===== src/rtl/cache_refill_ctrl_if.sv =====
// cache_refill_ctrl_if: pipeline, memory and fill-port signals of the refill controller
interface cache_refill_ctrl_if #(
    parameter int TAG_W      = 26,
    parameter int INDEX_W    = 4,
    parameter int MISS_CNT_W = 16
);
    logic                  iReq;
    logic                  iHit;
    logic [31:0]           iAddress;
    logic                  iFlush;
    logic [INDEX_W-1:0]    iFlushIndex;
    logic                  oStall;
    logic                  oMemReq;
    logic [31:0]           oMemAddr;
    logic                  iMemGnt;
    logic                  iMemValid;
    logic [31:0]           iMemData;
    logic                  oFillEn;
    logic [INDEX_W-1:0]    oFillIndex;
    logic [TAG_W-1:0]      oFillTag;
    logic [31:0]           oFillData;
    logic [MISS_CNT_W-1:0] oMissCount;

    modport master (
        input  iReq, iHit, iAddress, iFlush, iFlushIndex, iMemGnt, iMemValid, iMemData,
        output oStall, oMemReq, oMemAddr, oFillEn, oFillIndex, oFillTag, oFillData, oMissCount
    );

    modport slave (
        output iReq, iHit, iAddress, iFlush, iFlushIndex, iMemGnt, iMemValid, iMemData,
        input  oStall, oMemReq, oMemAddr, oFillEn, oFillIndex, oFillTag, oFillData, oMissCount
    );
endinterface


===== src/rtl/cache_refill_ctrl.sv =====
// cache_refill_ctrl: stalls on a read miss, fetches one word from memory and fills the cache line
module cache_refill_ctrl #(
    parameter int TAG_W      = 26,
    parameter int INDEX_W    = 4,
    parameter int MISS_CNT_W = 16
) (
    input logic                 iClk,
    input logic                 iRst,
    cache_refill_ctrl_if.master bus
);
    typedef enum logic [2:0] {IDLE, REQ, WAIT, FILL, DONE} state_t;

    state_t                state_q, state_d;
    logic [TAG_W-1:0]      tag_q, tag_d;
    logic [INDEX_W-1:0]    index_q, index_d;
    logic [31:0]           data_q, data_d;
    logic                  drop_q, drop_d;
    logic [MISS_CNT_W-1:0] cnt_q, cnt_d;
    logic                  miss;
    logic                  flush_hit;

    // next state, miss latching, data capture and sticky drop of a flushed in-flight line
    always_comb begin
        state_d   = state_q;
        tag_d     = tag_q;
        index_d   = index_q;
        data_d    = data_q;
        drop_d    = drop_q;
        cnt_d     = cnt_q;
        miss      = state_q == IDLE && bus.iReq && !bus.iHit && !bus.iFlush;
        flush_hit = state_q inside {REQ, WAIT, FILL} && bus.iFlush && bus.iFlushIndex == index_q;
        if (flush_hit)
            drop_d = 1'b1;
        case (state_q)
            IDLE: if (miss) begin
                state_d = REQ;
                tag_d   = bus.iAddress[31 -: TAG_W];
                index_d = bus.iAddress[2 +: INDEX_W];
                drop_d  = 1'b0;
                cnt_d   = cnt_q + {{(MISS_CNT_W-1){1'b0}}, ~&cnt_q};
            end
            REQ:  state_d = bus.iMemGnt ? WAIT : REQ;
            WAIT: if (bus.iMemValid) begin
                state_d = FILL;
                data_d  = bus.iMemData;
            end
            FILL:    state_d = DONE;
            default: state_d = IDLE;
        endcase
    end

    // state and latched refill context; reset aborts any refill without a fill
    always_ff @(posedge iClk or negedge iRst) begin
        if (!iRst) begin
            state_q <= IDLE;
            tag_q   <= '0;
            index_q <= '0;
            data_q  <= '0;
            drop_q  <= 1'b0;
            cnt_q   <= '0;
        end else begin
            state_q <= state_d;
            tag_q   <= tag_d;
            index_q <= index_d;
            data_q  <= data_d;
            drop_q  <= drop_d;
            cnt_q   <= cnt_d;
        end
    end

    // a flush hitting the line in the very fill cycle also suppresses the write
    assign bus.oStall     = miss || state_q inside {REQ, WAIT, FILL};
    assign bus.oMemReq    = state_q == REQ;
    assign bus.oMemAddr   = {tag_q, index_q, 2'b00};
    assign bus.oFillEn    = state_q == FILL && !(drop_q || flush_hit);
    assign bus.oFillIndex = index_q;
    assign bus.oFillTag   = tag_q;
    assign bus.oFillData  = data_q;
    assign bus.oMissCount = cnt_q;
endmodule


===== src/flat_wrapper.sv =====
// flat-port wrapper written by rule: the top's interface ports become plain ports
module cache_refill_ctrl_flat 
#(
    parameter int TAG_W      = 26,
    parameter int INDEX_W    = 4,
    parameter int MISS_CNT_W = 16
)
  (iClk, iRst, bus_iReq, bus_iHit, bus_iAddress, bus_iFlush, bus_iFlushIndex, bus_iMemGnt, bus_iMemValid, bus_iMemData, bus_oStall, bus_oMemReq, bus_oMemAddr, bus_oFillEn, bus_oFillIndex, bus_oFillTag, bus_oFillData, bus_oMissCount);
  cache_refill_ctrl_if #(.TAG_W(TAG_W), .INDEX_W(INDEX_W), .MISS_CNT_W(MISS_CNT_W)) bus_i ();
  input logic iClk;
  input logic iRst;
  input wire logic [$bits(bus_i.iReq)-1:0] bus_iReq;
  input wire logic [$bits(bus_i.iHit)-1:0] bus_iHit;
  input wire logic [$bits(bus_i.iAddress)-1:0] bus_iAddress;
  input wire logic [$bits(bus_i.iFlush)-1:0] bus_iFlush;
  input wire logic [$bits(bus_i.iFlushIndex)-1:0] bus_iFlushIndex;
  input wire logic [$bits(bus_i.iMemGnt)-1:0] bus_iMemGnt;
  input wire logic [$bits(bus_i.iMemValid)-1:0] bus_iMemValid;
  input wire logic [$bits(bus_i.iMemData)-1:0] bus_iMemData;
  output wire logic [$bits(bus_i.oStall)-1:0] bus_oStall;
  output wire logic [$bits(bus_i.oMemReq)-1:0] bus_oMemReq;
  output wire logic [$bits(bus_i.oMemAddr)-1:0] bus_oMemAddr;
  output wire logic [$bits(bus_i.oFillEn)-1:0] bus_oFillEn;
  output wire logic [$bits(bus_i.oFillIndex)-1:0] bus_oFillIndex;
  output wire logic [$bits(bus_i.oFillTag)-1:0] bus_oFillTag;
  output wire logic [$bits(bus_i.oFillData)-1:0] bus_oFillData;
  output wire logic [$bits(bus_i.oMissCount)-1:0] bus_oMissCount;
  assign bus_i.iReq = bus_iReq;
  assign bus_i.iHit = bus_iHit;
  assign bus_i.iAddress = bus_iAddress;
  assign bus_i.iFlush = bus_iFlush;
  assign bus_i.iFlushIndex = bus_iFlushIndex;
  assign bus_i.iMemGnt = bus_iMemGnt;
  assign bus_i.iMemValid = bus_iMemValid;
  assign bus_i.iMemData = bus_iMemData;
  assign bus_oStall = bus_i.oStall;
  assign bus_oMemReq = bus_i.oMemReq;
  assign bus_oMemAddr = bus_i.oMemAddr;
  assign bus_oFillEn = bus_i.oFillEn;
  assign bus_oFillIndex = bus_i.oFillIndex;
  assign bus_oFillTag = bus_i.oFillTag;
  assign bus_oFillData = bus_i.oFillData;
  assign bus_oMissCount = bus_i.oMissCount;
  cache_refill_ctrl #(.TAG_W(TAG_W), .INDEX_W(INDEX_W), .MISS_CNT_W(MISS_CNT_W)) u_core (.iClk(iClk), .iRst(iRst), .bus(bus_i));
endmodule

===== config.mk =====
export PLATFORM = sky130hd
export DESIGN_NAME = cache_refill_ctrl_flat
export DESIGN_NICKNAME = d
export VERILOG_FILES = /design/src/rtl/cache_refill_ctrl_if.sv /design/src/rtl/cache_refill_ctrl.sv /design/src/flat_wrapper.sv
export SDC_FILE = /design/constraint.sdc
export NUM_CORES = 1
export LEC_CHECK = 0
export CORE_MARGIN = 5
export CORE_UTILIZATION = 40
export DETAILED_ROUTE_END_ITERATION = 8
export PLACE_DENSITY = 0.86
export RECOVER_POWER = 100
export SLEW_MARGIN = 15
export SYNTH_ARGS = -nofsm -noshare
export SYNTH_HDL_FRONTEND = slang
export SYNTH_SLANG_ARGS = --single-unit

===== constraint.sdc =====
create_clock -name iClk -period 2.47 [get_ports iClk]
set_input_delay 0.494 -clock iClk [delete_from_list [all_inputs] [get_ports iClk]]
set_output_delay 0.494 -clock iClk [all_outputs]
set_load 0.01 [all_outputs]

==> impl_results.md <==
* Outcome: complete, no violations
* Crit path DAT at 1830 ps
* Starting Density at 41.5%
* ANT cells at 0
* Ranking of synthesized cells by area: dfrtp_1 (56%), nand2_1 (11%), mux2_2 (9.3%), buf_4 (6.6%), xnor2_1 (2.9%)
* Syn Area/Cell at 11.1 um2
* Worst VDD drop at 0.580 mV
* H-Tree Depth at 3
* RSZ-0062 raised after global routing: no
* R2r startpoint: u_core.bus.oMissCount[6]
* Worst-path clk slew at 90 ps
* Die Footprint at 0.0111 mm2
* CP required at 1980 ps
* Core Util, Final at 62.7%
* Pwr dens at 1100 mW/mm2
* Vias in the first global route at 3037
* Placed cell count at 585
* # DRC at 0
* Maximum root-to-sink buffer count at 2
* Routed Antenna Nets at 0
* Ys async rst share at 100%
* Reg2Reg Setup Slack at 280 ps
* Fin Clk Skew at 15.1 ps
* Max-Cap Viols at 0
* Die width at 106 um
* Setup TNS at 0 ps
* Distinct cell type count after synthesis at 35
* Final Max Tran Viols at 0
* DP HPWL at 7.55 mm
* Clock tree sinks at 82
* GRT Util Overall at 17.0%
* Routability Congestion at 0.794
* Vias per cell at 4.77
* Worst setup SP type: input pin
* Period minus WS final at 2320 ps
* Slew @ Worst Pin at 1020 ps
* Core ar. at 0.00881 mm2
* Critical path type: in2out
* Share of layout cells above drive strength 1 at 11.8%
* CTS tree: yes
* First DRT Iteration DRCs at 66
* Fin nets at 567
* Row cnt at 34
* Total gr overflow at 0
* I/O pins at 188
* Area leader, netlist: dfrtp_1
* Clk_lat worst skew at 340 ps
* R2R Path End: u_core.bus.oMissCount[14]
* Die height at 106 um
* Register area share after synthesis at 56.2%
* Top_reg_cell synth: dfrtp_1
* Crit path max fanout at 2
* Non-filler cells, final at 601
* Tcrit/Tclk final at 94.1%
* WHS at 306 ps
* CP Capture Type: output port
* P&R area growth vs syn at 51.3%
* Via count at 2865
* R2R depth at 9
* Number of synthesized register bits at 82
* Final setup viols at 0
* WL/cell at 15.8 um
* Global-route wire length before repair at 15.3 mm
* Initial antenna violation count at 0
* Final Power at 6.05 mW
* YS warnings at 0
* Root Driver: clkbuf_8
* Largest net degree at the start of global routing at 43
* Synth Instances at 329
* Routed WL at 9.49 mm
* Drt first pass iters at 4
* Port buffer count at 183
* Fin. Hold Viols at 0
* Slew HR at 32.2%
* Number of flops mapped to enable cells by yosys at 0
* Worst min-delay path class: in2async
* Total CTS buffers at 9
* Lkg Pwr at 2.59 nW
* Fmax at 0.430 GHz
* Yosys top cell area share at 56.2%
* Post-synthesis cell area at 0.00365 mm2
[state kept, by name (all words and copies together), names as in the netlist]
signal                 flops
u_core.bus.oFillData      32
u_core.drop_q              1
u_core.state_q             3
u_core.bus.oMissCount     16
u_core.bus.oFillIndex      4
u_core.bus.oFillTag       26
[how the worst max path moves through the flow]
stage / from / endpoint / slack [ps] / depth (start not counted)
CTS: bus_iFlushIndex[0] / bus_oFillEn / 80 / 6
global route: bus_iFlushIndex[0] / bus_oFillEn / 60 / 6
global placement: bus_iFlushIndex[0] / bus_oFillEn / -170 / 6
detailed placement: bus_iFlushIndex[0] / bus_oFillEn / -170 / 6
finish: bus_iReq / bus_oStall / 150 / 4
floorplan: u_core.bus.oMissCount[2] / u_core.bus.oMissCount[14] / 610 / 9
[synthesized netlist by cell type (all sizes together) (3+ instances only)]
cell type,number
and3,3
buf,44
nor3,4
nand4,5
nand2,103
xnor2,12
nor2,7
mux2,32
dfrtp,82
nand3,6
xor2,6
ha,3
[timing repair]
action | CTS | global route
setup buffers | 0 | 1
pin swaps | 1 | 2
gates resized for setup | 3 | 3
hold buffers | 0 | 0
setup endpoints to repair | 2 | 1
[cell usage in the layout, fill, tap and decap left out, types with 2 or more instances in the layout]
cell type / synthesis / routed
dlygate4sd3_1: 0 / 112
nand2_1: 103 / 103
dfrtp_1: 82 / 82
clkdlybuf4s50_1: 0 / 68
mux2_2: 30 / 30
xnor2_1: 12 / 12
clkbuf_8: 0 / 9
nand3_1: 6 / 6
nor2_1: 5 / 6
xor2_1: 6 / 6
nand4_1: 5 / 5
buf_4: 32 / 5
clkbuf_2: 0 / 4
nor3_1: 2 / 3
and3_1: 3 / 3
ha_1: 3 / 3
clkbuf_1: 0 / 3
a21oi_1: 2 / 2
and4_1: 2 / 2
nand2b_1: 2 / 2
mux2_1: 2 / 2
o21ai_0: 2 / 2
conb_1: 1 / 2
clkinvlp_4: 0 / 2
bufinv_16: 0 / 2
[stage by stage]
stage                     setup slack [ps]  instance area (um2)
after floorplan                        609                 3650
after global placement                -168                 5380
after detailed placement              -175                 5380
after CTS                             83.3                 5590
after global routing                  61.8                 5530
final                                  147                 5530
[critical path, stage by stage]
cell	delay, ps
dlygate4sd3_1	510
or3b_1	370
a21oi_1	160
dlygate4sd2_1	290
[cell families (layout without fill, tap and decap cells)]
| group | Yosys count | count (layout) | share of synthesized area, % |
|---|---|---|---|
| buffers and inverters | 45 | 208 | 9.18 |
| XOR/XNOR | 18 | 18 | 4.32 |
| AND/OR/NAND/NOR | 142 | 142 | 18.2 |
| other | 1 | 2 | 0.103 |
| AO/OA/AOI/OAI | 5 | 5 | 0.788 |
| multiplexers | 33 | 33 | 10.1 |
| flip-flops | 82 | 82 | 56.2 |
| adder cells (fa/ha/maj) | 3 | 3 | 1.03 |
[routing by layer]
metal  vias up  track usage (%)  part of all wire, %
met3        15             4.52                  7.1
met5         -                0                    0
li1       1360                -                    -
met2       124             30.5                   51
met4         0             5.74                  1.9
met1      1366             19.6                   40
[cell type report]
| class | count | area, um2 |
|---|---|---|
| flip-flops and latches | 82 | 2050 |
| fillers | 721 | 3280 |
| inverters | 1 | 3.75 |
| multi-input cells | 203 | 1250 |
| clock inverters | 5 | 80.1 |
| clock buffers | 10 | 128 |
| well taps | 108 | 135 |
| repair buffers | 192 | 1880 |
[where the power goes]
part           switching [mW]  internal (mW)
clock network           0.456          0.563
logic                    1.19           1.56
registers               0.380           1.90
Power figures use the tool's default switching activity.
